**src/rtl/mult_pkg.sv**
```systemverilog
// Shared constants, issue-mode enum and the extend-and-multiply helper
// used by the pipelined multiplier.
package mult_pkg;

  localparam int LATENCY_MIN = 2;
  localparam int LATENCY_MAX = 8;
  localparam int OP_MAX      = 32;

  typedef enum logic {
    ISSUE_LEVEL = 1'b0,
    ISSUE_EDGE  = 1'b1
  } issue_mode_e;

  // Operands arrive zero-extended to OP_MAX; only the low `width` bits are meaningful.
  // The low 2*width bits of the returned product are exact in both modes.
  function automatic logic [2*OP_MAX-1:0] prod_ext(
    input logic [OP_MAX-1:0] a,
    input logic [OP_MAX-1:0] b,
    input logic              sgn,
    input int                width
  );
    logic [2*OP_MAX-1:0] a_ext;
    logic [2*OP_MAX-1:0] b_ext;
    logic [2*OP_MAX-1:0] hi_mask;
    hi_mask = ~((64'd1 << width) - 64'd1);
    a_ext   = 64'(a);
    b_ext   = 64'(b);
    if (sgn && a[width-1]) a_ext = a_ext | hi_mask;
    if (sgn && b[width-1]) b_ext = b_ext | hi_mask;
    return a_ext * b_ext;
  endfunction

endpackage

```
**src/rtl/pipe_delay.sv**
```systemverilog
// Parametrised {valid, data} shift register; only the valid bits are reset.
// DEPTH=0 collapses to straight wires.
module pipe_delay #(
  parameter int DEPTH = 1,
  parameter int DW    = 8
) (
  input  logic          clk,
  input  logic          rst_n,
  input  logic          src_valid,
  input  logic [DW-1:0] src_data,
  output logic          dly_valid,
  output logic [DW-1:0] dly_data
);

  generate
    if (DEPTH == 0) begin : g_wire
      assign dly_valid = src_valid;
      assign dly_data  = src_data;
    end else begin : g_shift
      for (genvar gi = 0; gi < DEPTH; gi++) begin : g_stage
        logic          valid_reg;
        logic [DW-1:0] data_reg;
        logic          prev_valid;
        logic [DW-1:0] prev_data;

        if (gi == 0) begin : g_head
          assign prev_valid = src_valid;
          assign prev_data  = src_data;
        end else begin : g_link
          assign prev_valid = g_stage[gi-1].valid_reg;
          assign prev_data  = g_stage[gi-1].data_reg;
        end

        always_ff @(posedge clk or negedge rst_n) begin
          if (!rst_n) valid_reg <= 1'b0;
          else        valid_reg <= prev_valid;
        end

        // Data only moves with a valid token so bubbles leave it untouched.
        always_ff @(posedge clk) begin
          if (prev_valid) data_reg <= prev_data;
        end
      end

      assign dly_valid = g_stage[DEPTH-1].valid_reg;
      assign dly_data  = g_stage[DEPTH-1].data_reg;
    end
  endgenerate

endmodule

```
**src/rtl/pipe_mult.sv**
```systemverilog
// Pipelined WIDTH x WIDTH multiplier with configurable latency and issue mode.
// Signed operation is built only when PIPE_MULT_SIGNED_EN is defined.
module pipe_mult
  import mult_pkg::*;
#(
  parameter int WIDTH      = 8,
  parameter int LATENCY    = 3,
  parameter int EDGE_START = 1
) (
  input  logic               clk,
  input  logic               rst_n,
  input  logic               start,
  input  logic [WIDTH-1:0]   A,
  input  logic [WIDTH-1:0]   B,
  input  logic               signed_op,
  output logic               done,
  output logic [2*WIDTH-1:0] result,
  output logic               busy,
  output logic [3:0]         in_flight
);

  localparam int          PW         = 2 * WIDTH;
  localparam issue_mode_e ISSUE_MODE = (EDGE_START != 0) ? ISSUE_EDGE : ISSUE_LEVEL;

  generate
    if (LATENCY < LATENCY_MIN || LATENCY > LATENCY_MAX) begin : g_bad_latency
      $error("pipe_mult: LATENCY must be in 2..8");
    end
    if (WIDTH < 1 || WIDTH > OP_MAX) begin : g_bad_width
      $error("pipe_mult: WIDTH must be in 1..32");
    end
  endgenerate

  logic issue;

  generate
    if (ISSUE_MODE == ISSUE_EDGE) begin : g_edge
      logic start_q_reg;
      // Resets high so a start held across reset release is not an edge.
      always_ff @(posedge clk or negedge rst_n) begin
        if (!rst_n) start_q_reg <= 1'b1;
        else        start_q_reg <= start;
      end
      assign issue = start & ~start_q_reg;
    end else begin : g_level
      assign issue = start;
    end
  endgenerate

  logic [WIDTH-1:0] a_reg;
  logic [WIDTH-1:0] b_reg;
  logic             valid0_reg;
  logic             sgn;

  always_ff @(posedge clk or negedge rst_n) begin
    if (!rst_n) begin
      a_reg      <= '0;
      b_reg      <= '0;
      valid0_reg <= 1'b0;
    end else begin
      valid0_reg <= issue;
      if (issue) begin
        a_reg <= A;
        b_reg <= B;
      end
    end
  end

`ifdef PIPE_MULT_SIGNED_EN
  logic sgn_reg;
  always_ff @(posedge clk or negedge rst_n) begin
    if (!rst_n)     sgn_reg <= 1'b0;
    else if (issue) sgn_reg <= signed_op;
  end
  assign sgn = sgn_reg;
`else
  logic unused_signed_op;
  assign unused_signed_op = signed_op;
  assign sgn              = 1'b0;
`endif

  logic [PW-1:0] prod_next;
  logic [PW-1:0] p1_reg;
  logic          valid1_reg;

  assign prod_next = PW'(prod_ext(OP_MAX'(a_reg), OP_MAX'(b_reg), sgn, WIDTH));

  always_ff @(posedge clk or negedge rst_n) begin
    if (!rst_n) begin
      p1_reg     <= '0;
      valid1_reg <= 1'b0;
    end else begin
      valid1_reg <= valid0_reg;
      if (valid0_reg) p1_reg <= prod_next;
    end
  end

  logic          last_valid;
  logic [PW-1:0] last_data;

  pipe_delay #(
    .DEPTH (LATENCY - 2),
    .DW    (PW)
  ) u_delay (
    .clk       (clk),
    .rst_n     (rst_n),
    .src_valid (valid1_reg),
    .src_data  (p1_reg),
    .dly_valid (last_valid),
    .dly_data  (last_data)
  );

  logic [PW-1:0] result_reg;
  logic [3:0]    in_flight_reg;
  logic [3:0]    in_flight_next;

  always_ff @(posedge clk or negedge rst_n) begin
    if (!rst_n)          result_reg <= '0;
    else if (last_valid) result_reg <= last_data;
  end

  // Counting issues in and completions out tracks the popcount of the stage valids.
  always_comb begin
    in_flight_next = in_flight_reg + {3'b000, issue} - {3'b000, last_valid};
  end

  always_ff @(posedge clk or negedge rst_n) begin
    if (!rst_n) in_flight_reg <= 4'd0;
    else        in_flight_reg <= in_flight_next;
  end

  assign done      = last_valid;
  assign result    = last_valid ? last_data : result_reg;
  assign busy      = (in_flight_reg != 4'd0);
  assign in_flight = in_flight_reg;

endmodule

```
**config.mk**
```make
export PLATFORM = sky130hd
export DESIGN_NAME = pipe_mult
export DESIGN_NICKNAME = d
export VERILOG_FILES = /design/src/rtl/mult_pkg.sv /design/src/rtl/pipe_delay.sv /design/src/rtl/pipe_mult.sv
export SDC_FILE = /design/constraint.sdc
export NUM_CORES = 1
export LEC_CHECK = 0
export CAP_MARGIN = 20
export CELL_PAD_IN_SITES_DETAIL_PLACEMENT = 0
export CELL_PAD_IN_SITES_GLOBAL_PLACEMENT = 2
export CORE_MARGIN = 4
export CORE_UTILIZATION = 40
export DETAILED_ROUTE_END_ITERATION = 10
export PLACE_DENSITY_LB_ADDON = 0.3
export SLEW_MARGIN = 30
export SYNTH_ARGS = -nofsm -noshare
export SYNTH_HDL_FRONTEND = slang
export SYNTH_SLANG_ARGS = --single-unit
```
**constraint.sdc**
```tcl
create_clock -name clk -period 5.8 [get_ports clk]
set_input_delay 1.16 -clock clk [delete_from_list [all_inputs] [get_ports clk]]
set_output_delay 1.16 -clock clk [all_outputs]
set_load 0.02 [all_outputs]
```
==> metrics.md <==
| Metric | Value |
|---|---|
| Unrepaired setup endpoints after global routing | no |
| Setup repair bufs after CTS | 0 |
| Clk_lat worst skew | 330 ps |
| #FFs+latches synth | 72 |
| Sequential fraction of the synthesis area | 0.401 |
| Post-placement cell area | 5240 µm² |
| Critical path class | reg2reg |
| Multiplexer area fraction after synthesis | 0.104 |
| Final non-filler cell total | 585 |
| Cell Area, Synth | 4700 µm² |
| Global-route wire length before repair | 14100 µm |
| Antenna violations before repair | 0 |
| Total global routing overflow | 0 |
| Port Buffers | 40 |
| CTS resizes | 0 |
| Die width | 116 µm |
| P per Cell Area | 561 nW/µm² |
| LEAKAGE | 2.57 nW |
| Status | complete, no violations |
| Vias in the first global route | 2887 |
| I/O pins | 42 |
| Gate Count Post-Synth | 390 |
| Main combinational cell family by area after synthesis | adder cells |
| Power Total | 3.13 mW |
| Final setup fails | 0 |
| Synth area leaders | dfrtp_1 (29%), fa_1 (16%), ha_1 (11%) |
| Cell taking the most area after synthesis | dfrtp_1 |
| Syn. warnings | 0 |
| Total number of vias | 2766 |
| DR iter-0 viols | 111 |
| EDFF count, synth | 16 |
| CTS Hold Bufs | 0 |
| Layout Skew | 5.46 ps |
| Fmax | 0.231 GHz |
| Synthesized area per cell | 12.0 µm² |
| Reg clk slew, reported paths | 60 ps |
| Clock root cell | clkbuf_16 |
| Tmin final | 4320 ps |
| Drt first pass iters | 4 |
| H-tree depth | 3 |
| GPL Wtd Cong | 0.784 |
| Async S/R FF share, synth | 0.778 |
| Vias per cell | 4.73 |
| Data arrival time of the worst path | 4540 ps |
| Largest net degree at the start of global routing | 57 |
| DP Wirelength | 6200 µm |
| CP max FO | 9 |
| Die height | 116 µm |
| Yosys cell types | 38 |
| Post-layout nets | 535 |
| CTS tree | yes |
| VDD IR max | 0.302 mV |
| Worst EP required | 6020 ps |
| CP Launch Type | register |
| Layout cell share with drive strength beyond 1 | 0.156 |
| Diode count | 0 |
| Utilization after layout | 0.486 |
| Area growth syn-to-layout | 18.6% |
| WL/cell | 13.9 µm |
| Total clock buffers created by CTS | 9 |
| Simple-Gate Fraction of Synth Area | 0.103 |
| # DRC | 0 |
| Initial core utilization | 0.410 |
| Worst-Margin Slew | 715 ps |
| Antenna-violating nets left | 0 |
| WL final | 8110 µm |
| Total GRT Usage | 0.136 |
| Fin area | 5570 µm² |
| Clk buf depth | 2 |
| Xor/xnor cell area share of the yosys netlist | 0.0205 |
| Row cnt | 39 |
| Max-cap viol count | 0 |
| Fraction of the mapped netlist area in adder cells | 0.267 |
| Slew headroom | 0.523 |
| Setup TNS | 0 ps |
| Syn_nets | 488 |
| Core area | 11500 µm² |
| Primary FF master, synth | dfrtp_1 |
| Hold WC Path Type | reg2reg |
| CTS Sinks | 72 |
| Fillers | 1073 |
| Placed cell count | 569 |
| Crit end category | register |
| Die Area | 13500 µm² |
| Share of the synthesized area in the top cell type | 0.293 |
| Post-synthesis compound-gate area fraction | 0.0495 |
| Fin. max-slew vios | 0 |
| Final worst-path cycle share | 0.745 |
| Final Hold Vio Count | 0 |
power by group:
part	switching [mW]	internal (mW)
combinational	0.930	0.824
clock	0.226	0.382
sequential	0.0957	0.668
logic make-up (layout without fill, tap and decap cells):
| family | Yosys count | count (layout) |
|---|---|---|
| and+or+nand+nor | 89 | 89 |
| adders and majority gates | 78 | 78 |
| DFF | 72 | 72 |
| buffers and inverters | 63 | 115 |
| muxes | 43 | 43 |
| AOI/OAI and AO/OA | 34 | 34 |
| xor gates and xnor gates | 11 | 11 |
stage by stage:
stage | hold slack [ps] | setup slack, ps
2_1_floorplan | 369 | 1750
3_3_place_gp | 431 | 1470
3_5_place_dp | 432 | 1470
4_1_cts | 444 | 1460
5_1_grt | 464 | 1240
6_report | 443 | 1480
cells in the final DEF, fill, tap and decap left out, types with 3 or more instances in the layout:
cell             count
inv_1               57
dfrtp_1             55
and2_1              51
mux2_2              42
ha_1                41
clkdlybuf4s50_1     39
fa_1                37
nand2_1             25
edfxtp_1            16
a21oi_1             11
xnor2_1              9
clkbuf_16            9
o21ai_0              5
nor2b_1              3
a21o_1               3
metal layers:
metal  up-vias  global-route usage  routed length, µm
met5         -                   0                  0
met4         0              0.0510                144
met3        12              0.0347                303
met2        45               0.210               3680
met1      1339               0.184               3980
li1       1370                   -                  -
path summary, 6_finish.rpt:
check | start | endpoint | slack, ps | depth (start not counted)
setup / recovery | a_reg[0] | p1_reg[12] | 1480 | 14
hold / removal | p1_reg[4] | u_delay.dly_data[4] | 440 | 0
setup reg to reg | a_reg[0] | p1_reg[12] | 1480 | 14
hold reg to reg | p1_reg[4] | u_delay.dly_data[4] | 440 | 0
max in group asynchronous | rst_n | result_reg[13] | 4360 | 2
min in group asynchronous | rst_n | a_reg[2] | 950 | 2
cell usage after synthesis (3+ instances only):
library cell   n
and2_1        51
edfxtp_1      16
nand2_1       25
fa_1          37
mux2_2        42
inv_1         57
a21oi_1       11
nor2b_1        3
ha_1          41
a21o_1         3
dfrtp_1       55
o21ai_0        5
xnor2_1        9
buf_2          3
worst max-delay path, cell delays in order, from the launching register on:
cell,delay [ps]
dfrtp_1,500
nand2_1,130
fa_1,520
fa_1,550
inv_1,60
fa_1,520
inv_1,50
fa_1,520
inv_1,40
ha_1,350
a21oi_1,220
o211ai_2,170
a31oi_1,220
xnor2_1,90
mux2_4,250
cell type report:
| cell class | count | area, µm² | area share |
|---|---|---|---|
| Clock buffer | 9 | 225 | 0.0404 |
| Clock inverter | 7 | 103 | 0.0184 |
| Inverter | 57 | 214 | 0.0384 |
| Multi-Input combinational cell | 255 | 2560 | 0.459 |
| Sequential cell | 72 | 1880 | 0.338 |
| Tap cell | 143 | 179 | 0.0321 |
| Timing Repair Buffer | 42 | 410 | 0.0737 |
Power figures use the tool's default switching activity.
